[src/rtl/puf_pkg.sv]
// -----------------------------------------------------------------------------
// puf_pkg
// Shared definitions for the arbiter PUF response collector: FSM state
// encoding, LFSR feedback taps, default timing/vote parameters, response width
// and the LFSR next-state helper.
// Ports: none (package).
// -----------------------------------------------------------------------------
package puf_pkg;

   typedef enum logic [2:0] {
      ST_IDLE,
      ST_LAUNCH,
      ST_SETTLE,
      ST_SAMPLE,
      ST_DONE
   } state_t;

   // Feedback taps: bits 7,5,4,3
   localparam logic [7:0] LFSR_TAPS         = 8'hB8;
   localparam int         DEF_SETTLE_CYCLES = 4;
   localparam int         DEF_VOTES         = 5;
   localparam int         RESP_W            = 8;

   // Shift left, new LSB is the XOR of the tapped bits
   function automatic logic [7:0] lfsr_next(input logic [7:0] c);
      return {c[6:0], ^(c & LFSR_TAPS)};
   endfunction

endpackage

[src/rtl/puf_lfsr8.sv]
// -----------------------------------------------------------------------------
// puf_lfsr8
// 8-bit Fibonacci LFSR that generates PUF challenges. A load takes priority
// over an advance; a zero seed is replaced by 0x01 so the register can never
// lock up in the all-zero state.
// Ports:
//   i_clk    : clock
//   i_rst_n  : synchronous active-low reset (state -> 0x00)
//   i_load   : capture i_seed
//   i_en     : advance one step
//   i_seed   : seed value
//   o_state  : current LFSR state
// -----------------------------------------------------------------------------
module puf_lfsr8
   import puf_pkg::*;
(
   input  logic       i_clk,
   input  logic       i_rst_n,
   input  logic       i_load,
   input  logic       i_en,
   input  logic [7:0] i_seed,
   output logic [7:0] o_state
);

   logic [7:0] r_state;

   always_ff @(posedge i_clk) begin
      if (!i_rst_n) begin
         r_state <= 8'h00;
      end else if (i_load) begin
         r_state <= (i_seed == 8'h00) ? 8'h01 : i_seed;
      end else if (i_en) begin
         r_state <= lfsr_next(r_state);
      end
   end

   assign o_state = r_state;

endmodule

[src/rtl/puf_response_collector.sv]
// -----------------------------------------------------------------------------
// puf_response_collector
// Drives an arbiter PUF: issues LFSR challenges, launches one race pulse per
// trial, samples the synchronized arbiter bit, majority-votes VOTES trials per
// challenge and assembles eight voted bits into the response word.
// Ports:
//   i_clk       : sole clock
//   i_rst_n     : synchronous active-low reset
//   i_start     : request a run (honoured only in IDLE)
//   i_seed      : LFSR seed captured on accept (0x00 -> 0x01)
//   i_resp_in   : PUF response bit, asynchronous to i_clk
//   o_challenge : challenge to the PUF (LFSR state)
//   o_pulse     : race launch pulse to the PUF
//   o_busy      : run in progress
//   o_done      : one-cycle strobe when o_response updates
//   o_response  : last completed response word
//
// state  | meaning
// IDLE   | waiting for i_start
// LAUNCH | o_pulse high for one cycle
// SETTLE | o_pulse low, arbiter resolving, SETTLE_CYCLES cycles
// SAMPLE | accumulate one trial, vote after VOTES trials
// DONE   | o_response published, o_done high
// -----------------------------------------------------------------------------
module puf_response_collector
   import puf_pkg::*;
#(
   parameter int SETTLE_CYCLES = DEF_SETTLE_CYCLES,
   parameter int VOTES         = DEF_VOTES
)
(
   input  logic              i_clk,
   input  logic              i_rst_n,
   input  logic              i_start,
   input  logic [7:0]        i_seed,
   input  logic              i_resp_in,
   output logic [7:0]        o_challenge,
   output logic              o_pulse,
   output logic              o_busy,
   output logic              o_done,
   output logic [RESP_W-1:0] o_response
);

   localparam int CW = $clog2(VOTES + 1);
   localparam int SW = $clog2(SETTLE_CYCLES + 1);

   if ((VOTES < 1) || ((VOTES % 2) != 1)) begin : g_bad_votes
      $error("puf_response_collector: VOTES must be odd and >= 1");
   end
   if (SETTLE_CYCLES < 3) begin : g_bad_settle
      $error("puf_response_collector: SETTLE_CYCLES must be >= 3");
   end

   state_t            r_state;
   logic              r_sync1;
   logic              r_sync2;
   logic [CW-1:0]     r_ones;
   logic [CW-1:0]     r_trials;
   logic [SW-1:0]     r_settle;
   logic [2:0]        r_bit_idx;
   logic [RESP_W-1:0] r_shift;
   logic [RESP_W-1:0] r_response;
   logic              r_pulse;
   logic              r_busy;
   logic              r_done;

   logic              w_lfsr_load;
   logic              w_lfsr_en;
   logic [7:0]        w_lfsr_state;
   logic [CW-1:0]     w_ones_next;
   logic [CW-1:0]     w_trials_next;
   logic              w_last_trial;
   logic              w_majority;
   logic [RESP_W-1:0] w_shift_next;

   always_ff @(posedge i_clk) begin
      if (!i_rst_n) begin
         r_sync1 <= 1'b0;
         r_sync2 <= 1'b0;
      end else begin
         r_sync1 <= i_resp_in;
         r_sync2 <= r_sync1;
      end
   end

   assign w_ones_next   = r_ones + CW'(r_sync2);
   assign w_trials_next = r_trials + CW'(1);
   assign w_last_trial  = (w_trials_next >= CW'(VOTES));
   assign w_majority    = (w_ones_next > CW'(VOTES / 2));
   assign w_shift_next  = {r_shift[RESP_W-2:0], w_majority};

   assign w_lfsr_load = (r_state == ST_IDLE) && i_start;
   // Challenge advances only on the edge leaving a bit's final SAMPLE
   assign w_lfsr_en   = (r_state == ST_SAMPLE) && w_last_trial;

   puf_lfsr8 u_lfsr (
      .i_clk   (i_clk),
      .i_rst_n (i_rst_n),
      .i_load  (w_lfsr_load),
      .i_en    (w_lfsr_en),
      .i_seed  (i_seed),
      .o_state (w_lfsr_state)
   );

   always_ff @(posedge i_clk) begin
      if (!i_rst_n) begin
         r_state    <= ST_IDLE;
         r_ones     <= '0;
         r_trials   <= '0;
         r_settle   <= '0;
         r_bit_idx  <= '0;
         r_shift    <= '0;
         r_response <= '0;
         r_pulse    <= 1'b0;
         r_busy     <= 1'b0;
         r_done     <= 1'b0;
      end else begin
         r_pulse <= 1'b0;
         r_done  <= 1'b0;
         case (r_state)
            ST_IDLE: begin
               if (i_start) begin
                  r_ones    <= '0;
                  r_trials  <= '0;
                  r_bit_idx <= '0;
                  r_shift   <= '0;
                  r_busy    <= 1'b1;
                  r_pulse   <= 1'b1;
                  r_state   <= ST_LAUNCH;
               end
            end
            ST_LAUNCH: begin
               // Down-counter reaches zero in the last settle cycle
               r_settle <= SW'(SETTLE_CYCLES - 1);
               r_state  <= ST_SETTLE;
            end
            ST_SETTLE: begin
               if (r_settle == '0) begin
                  r_state <= ST_SAMPLE;
               end else begin
                  r_settle <= r_settle - 1'b1;
               end
            end
            ST_SAMPLE: begin
               if (!w_last_trial) begin
                  r_ones   <= w_ones_next;
                  r_trials <= w_trials_next;
                  r_pulse  <= 1'b1;
                  r_state  <= ST_LAUNCH;
               end else begin
                  r_ones    <= '0;
                  r_trials  <= '0;
                  r_shift   <= w_shift_next;
                  r_bit_idx <= r_bit_idx + 3'd1;
                  if (r_bit_idx == 3'd7) begin
                     // Publish here so o_response is valid alongside o_done
                     r_response <= w_shift_next;
                     r_done     <= 1'b1;
                     r_busy     <= 1'b0;
                     r_state    <= ST_DONE;
                  end else begin
                     r_pulse <= 1'b1;
                     r_state <= ST_LAUNCH;
                  end
               end
            end
            ST_DONE: begin
               r_state <= ST_IDLE;
            end
            default: begin
               r_state <= ST_IDLE;
            end
         endcase
      end
   end

   assign o_challenge = w_lfsr_state;
   assign o_pulse     = r_pulse;
   assign o_busy      = r_busy;
   assign o_done      = r_done;
   assign o_response  = r_response;

endmodule

[config.mk]
export PLATFORM = sky130hd
export DESIGN_NAME = puf_response_collector
export DESIGN_NICKNAME = d
export VERILOG_FILES = /design/src/rtl/puf_pkg.sv /design/src/rtl/puf_lfsr8.sv /design/src/rtl/puf_response_collector.sv
export SDC_FILE = /design/constraint.sdc
export NUM_CORES = 1
export LEC_CHECK = 0
export CAP_MARGIN = 10
export CORE_ASPECT_RATIO = 1.75
export CORE_MARGIN = 10
export CORE_UTILIZATION = 55
export DETAILED_ROUTE_END_ITERATION = 12
export PLACE_DENSITY = 0.84
export SYNTH_ARGS = -nofsm -noshare
export SYNTH_HDL_FRONTEND = slang
export SYNTH_SLANG_ARGS = --single-unit
[constraint.sdc]
create_clock -name i_clk -period 4 [get_ports i_clk]
set_clock_uncertainty 0.15 [all_clocks]
set_input_delay 0.8 -clock i_clk [delete_from_list [all_inputs] [get_ports i_clk]]
set_output_delay 0.8 -clock i_clk [all_outputs]
set_load 0.05 [all_outputs]
==> results of run 1 <==
Yosys cell counts (all sizes together), types with 4 or more instances:
library cell and number:
dfxtp 43, nand2 28, nor2 18, nand3 9, o21ai 9, o22ai 9, clkbuf 8, ha 8
a311oi 7, buf 6, a21oi 5, inv 5, nor3 5, xnor2 4
per-stage QoR:
step,util,cells,hold slack (ps),instance area [um2]
finish,0.678,275,288,2280
global route,0.678,275,342,2280
CTS,0.678,275,294,2280
detailed placement,0.653,267,273,2190
global placement,0.653,267,270,2190
floorplan,-,204,262,1890
layout make-up:
cell class,count,area share
Multi-Input combinational cell,142,0.414
Timing Repair Buffer,32,0.138
Clock buffer,6,0.0318
Clock inverter,2,0.00549
Sequential cell,43,0.378
Tap cell,45,0.0247
Inverter,5,0.00823
power groups by stage:
stage	logic, mW	clock network [mW]	registers [mW]
2_1_floorplan	0.113	0	0.519
3_3_place_gp	0.201	0	0.483
3_5_place_dp	0.204	0	0.483
4_1_cts	0.206	0.274	0.473
5_1_grt	0.220	0.295	0.476
6_report	0.204	0.266	0.473
flip-flops by register name, summed over array words and instances (netlist names):
name / cells
o_done: 1
o_response: 8
r_shift: 7
o_busy: 1
r_ones: 3
r_bit_idx: 3
r_sync2: 1
r_settle: 3
u_lfsr.o_state: 8
r_sync1: 1
o_pulse: 1
r_state: 3
r_trials: 3
worst reg2reg max path, stage by stage (launching register included):
cell      delay [ps]
dfxtp_1          400
ha_1             270
xor2_1           330
nand3_1          430
or4_1            620
o311ai_1          90
kinds of logic after synthesis:
logic type / Yosys count / synth area share
flops: 43 / 0.455
simple gates: 83 / 0.229
compound gates: 44 / 0.181
buf+inv: 19 / 0.0502
fa+ha+maj: 8 / 0.0529
xor+xnor: 7 / 0.0324
worst max-delay path by stage:
stage,from,end,depth (start not counted)
floorplan,i_start,u_lfsr.o_state[4],5
global placement,i_rst_n,u_lfsr.o_state[0],5
detailed placement,i_rst_n,u_lfsr.o_state[0],5
CTS,i_rst_n,u_lfsr.o_state[0],5
global route,i_rst_n,u_lfsr.o_state[0],5
finish,i_rst_n,u_lfsr.o_state[0],5
per-layer routing:
| layer | routed length, um | part of all wire | track usage | vias to the layer above |
|---|---|---|---|---|
| met1 | 1620 | 0.42 | 0.124 | 711 |
| met2 | 2030 | 0.52 | 0.222 | 24 |
| met3 | 158 | 0.041 | 0.0427 | 8 |
| met4 | 79 | 0.020 | 0.0646 | 0 |
| li1 | - | - | - | 780 |
| met5 | 0 | 0 | 0 | - |
==> results.md, run 1 <==
* Sw Share at 0.309
* Root Buffer: clkbuf_8
* Maximum root-to-sink buffer count at 2
* Grt ovf at 0
* CP max FO at 29
* Crit path max-delay cell type: or4_1
* DIE HEIGHT at 97.6 um
* Pwr Total at 0.942 mW
* Port bufs at 30
* Most used DFF post-synth: dfxtp_1
* Hold endpoint: r_sync2
* Fin crit period at roughly 2600 ps
* DR vias/cell at approximately 5.5
* Sequential Power Share at 0.502
* All-Layer GR Usage at 0.126
* Int Pwr at roughly 0.65 mW
* Leak Pwr at 0.815 nW
* Post-synth top area cell: dfxtp_1
* CTS tree: built
* Routed length per instance at 14.1 um
* Worst-path clk slew at 80 ps
* Clock power share at 0.282
* Pwr/cell area at 413 nW/um2
* Clk_lat worst skew at 300 ps
* Sequential share of the synthesized area at 0.455
* R2R Setup Slk at roughly 1600 ps
* Max-Cap Viols at 0
* Fmax at ~0.39 GHz
* Max transition margin at 0.305
* Commonest cells after routing, fill and taps aside: dfxtp_1, clkdlybuf4s50_1, nand2_1
* Chip width at 64.4 um
* Synth Register Bits at 43
* Final period utilization at 0.643
* Worst slew pin tran at about 1000 ps
* Die area at 6280 um2
* Hold Vio Cnt, Final at 0
* Core ar. at 3360 um2
* Maximum vdd drop at 331 uV
* Max-slew violations at 0
* Final setup margin at 1430 ps
* Post-Synthesis Cells at between 200 and 250
* Layout area overhead at 20.4%
* Clock buffer count from CTS at 5
* Hold crit path type: reg2reg
* RR Endpoint: u_lfsr.o_state[0]
* Worst hold stages at 1
* Hold_sp: r_sync1
* Post-DP HPWL at ~2.8 mm
* CP Launch Type: input port
* DRT iter0 DRCs at 45
* Switch Pwr at 0.291 mW
* Multi-input logic area at approximately 940 um2
* Antenna violations before repair at 0
* Setup violations, final at 0
* Layout cell share with drive strength beyond 1 at 0.0957
* Synthesized area at 1890 um2
* Critical Path Max Stage Delay at 610 ps
* Mean area per synthesized cell at 9.28 um2
* Htree depth at 2
* Synth top area share at 0.455
* Post-Syn Nets at 224
* Number of remaining DRC errors at 0
* Post-CTS Setup Bufs at 0
* Critical path class: in2reg
* Largest net degree at the start of global routing at 30
* Flip-flop and latch area at roughly 860 um2
* Synth warn at 0
* I/O pins at 31
* Via Count at 1523
* CP top delay family: buffers and inverters
* Worst Setup End Kind: register
* Status: finished clean
* 1st-pass router iterations at 4
* Logic pwr share at 0.216
* Drt total wl at between 3 and 4 mm
* EDFF count, synth at 0
* DP Worst Slack at 1130 ps
* Initial Util at 0.563
* First-pass GRT wire length at 6.47 mm
* Sum of buffers and inverters on the critical path at 3
* Top post-synthesis cells by area: dfxtp_1, nand2_1, ha_1
* Critical path data arrival time at roughly 2600 ps
* Placer congestion estimate at 0.784
* Total clock sinks at 43
* Most common cell after layout, fill and taps aside: dfxtp_1
* Post-synth ARST share at 0
* CP cell instances: clkdlybuf4s50_1 -> buf_4 -> inv_1 -> or4_1 -> o311ai_1
* Final nets at 249
* Site row count at 28
* Fill cells at 297
* Post-synthesis cell type count at 45
* Setup_tns at 0 ps
* Vias in the first global route at between 1000 and 1500
* Worst r2r src: r_trials[0]
* Post-cts repair resize count at 0
* Worst r2r path cells at 5
* Antenna Nets Post-Route at 0
* Required @ worst endpoint at 4060 ps
* Hold_buf cts at 0
* RSZ-0062 raised after global routing: false
* Ant. Diodes at 0
(Power assumes the default switching activity.)
==> run 2: changes to the inputs <==
--- a/config.mk
+++ b/config.mk
@@ -8,9 +8,9 @@
 export CAP_MARGIN = 10
 export CORE_ASPECT_RATIO = 1.75
 export CORE_MARGIN = 10
-export CORE_UTILIZATION = 55
+export CORE_UTILIZATION = 47
 export DETAILED_ROUTE_END_ITERATION = 12
-export PLACE_DENSITY = 0.84
+export PLACE_DENSITY = 0.76
 export SYNTH_ARGS = -nofsm -noshare
 export SYNTH_HDL_FRONTEND = slang
 export SYNTH_SLANG_ARGS = --single-unit
==> constraint.sdc (replaced) <==
create_clock -name i_clk -period 2.35 [get_ports i_clk]
set_clock_uncertainty 0.15 [all_clocks]
set_input_delay 0.47 -clock i_clk [delete_from_list [all_inputs] [get_ports i_clk]]
set_output_delay 0.47 -clock i_clk [all_outputs]
set_load 0.05 [all_outputs]
==> results.md, run 2 (synthesis gave the netlist of run 1 again) <==
* Worst r2r src: r_trials[0]
* Critical Path Start: r_trials[0]
* Layout area overhead at 25.0%
* Setup_tns at 0 ps
* Vias in the first global route at around 1500
* Via Count at 1607
* Grt ovf at 0
* Root Buffer: clkbuf_8
* Hold crit path type: reg2reg
* Routed length per instance at approximately 15 um
* RSZ-0062 raised after global routing: false
* Number of remaining DRC errors at 0
* All-Layer GR Usage at 0.120
* Antenna violations before repair at 0
* Design area at 2370 um2
* Worst r2r path cells at 4
* Clk_lat worst skew at 300 ps
* Leak Pwr at 0.856 nW
* RR Endpoint: u_lfsr.o_state[4]
* Chip width at 68.0 um
* Port bufs at 30
* Clock buffer count from CTS at 5
* Drt total wl at between 4 and 5 mm
* I/O pins at 31
* Layout cell share with drive strength beyond 1 at 0.126
* First-pass GRT wire length at between 6 and 7 mm
* DIE HEIGHT at 104 um
* Commonest cells after routing, fill and taps aside: dfxtp_1, clkdlybuf4s50_1, nand2_1
* Most common cell after layout, fill and taps aside: dfxtp_1
* Initial Util at 0.485
* Dpl cells at 277
* Critical path class: reg2reg
* Die area at 7070 um2
* Site row count at 30
* Required @ worst endpoint at 2340 ps
* Worst Setup End Kind: register
* 1st-pass router iterations at 4
* Placed inst area at 2260 um2
* Placer congestion estimate at ~0.73
* Maximum vdd drop at about 510 uV
* Worst slew pin tran at 895 ps
* DRT iter0 DRCs at 75
* CP Capture Point: u_lfsr.o_state[4]
* Htree depth at 2
* Ant. Diodes at 0
* Post-CTS Setup Bufs at 0
* Post-DP HPWL at 2.99 mm
* Max-slew violations at 0
* Hold Vio Cnt, Final at 0
* Fmax at 0.451 GHz
* Antenna Nets Post-Route at 0
* Worst-path clk slew at 80 ps
* Core ar. at 3900 um2
* Final Non-Filler Cells at 286
* Largest net degree at the start of global routing at 29
* Final nets at 257
* Critical path data arrival time at between 2000 and 2500 ps
* CTS tree: built
* DR vias/cell at approximately 5.6
* Final period utilization at 0.944
* Fin crit period at ~2200 ps
* Pwr Total at 1.63 mW
* R2R Setup Slk at 130 ps
* Max transition margin at 0.400
* CP Launch Type: register
* Total clock sinks at 43
* CP max FO at 11
* Status: finished clean
* Setup violations, final at 0
* Maximum root-to-sink buffer count at 2
* Pwr/cell area at 690 nW/um2
* Max-Cap Viols at 0
-- run 2: cell count changes in the layout (fill, tap and decap cells not counted), sizes merged --
cell | before | now
buf | 2 | 9
o31ai | 3 | 4
-- run 2: metal layers --
| layer | share of wire | wire length [um] | track usage |
|---|---|---|---|
| met1 | 0.43 | 1800 | 0.131 |
| met2 | 0.50 | 2110 | 0.197 |
| met3 | 0.057 | 243 | 0.0399 |
| met4 | 0.018 | 75 | 0.0564 |
| met5 | 0 | 0 | 0 |
-- run 2: critical path, stage by stage, from the launching register on --
cell and delay, ps:
dfxtp_1 350, ha_1 270, xnor2_1 270, o31ai_2 840
a311oi_2 190
-- run 2: cell type report --
cell class | instances | area [um2]
Clock buffer | 6 | 72.6
Timing Repair Buffer | 39 | 380
Clock inverter | 2 | 12.5
Fill cell | 359 | 1540
Multi-Input combinational cell | 143 | 962
Inverter | 5 | 18.8
Sequential cell | 43 | 861
Tap cell | 48 | 60.1
-- run 2: timing repair --
action | 4_1_cts | 5_1_grt
resized for setup | 0 | 1
hold buffers | 0 | 0
endpoints found under the setup margin | 0 | 15
-- run 2: worst min-delay path by stage --
stage,slack [ps],to,cells past startpoint,from
after detailed placement,270,r_sync2,1,r_sync1
after CTS,290,r_sync2,1,r_sync1
after global placement,270,r_sync2,1,r_sync1
after floorplan,260,r_sync2,1,r_sync1
final,280,r_sync2,1,r_sync1
after global routing,320,r_sync2,1,r_sync1
-- run 2: power breakdown --
group          internal [mW]  total, mW  switching (mW)
clock                  0.208      0.456           0.249
combinational          0.153      0.384           0.232
sequential             0.766      0.793          0.0269
total                   1.13       1.63           0.507
-- run 2: stage by stage --
stage	setup slack [ps]	utilization	hold slack [ps]
after floorplan	384	-	262
after global placement	89.4	0.580	268
after detailed placement	45.7	0.580	269
after CTS	43.4	0.602	288
after global routing	2.37	0.606	318
final	131	0.606	285
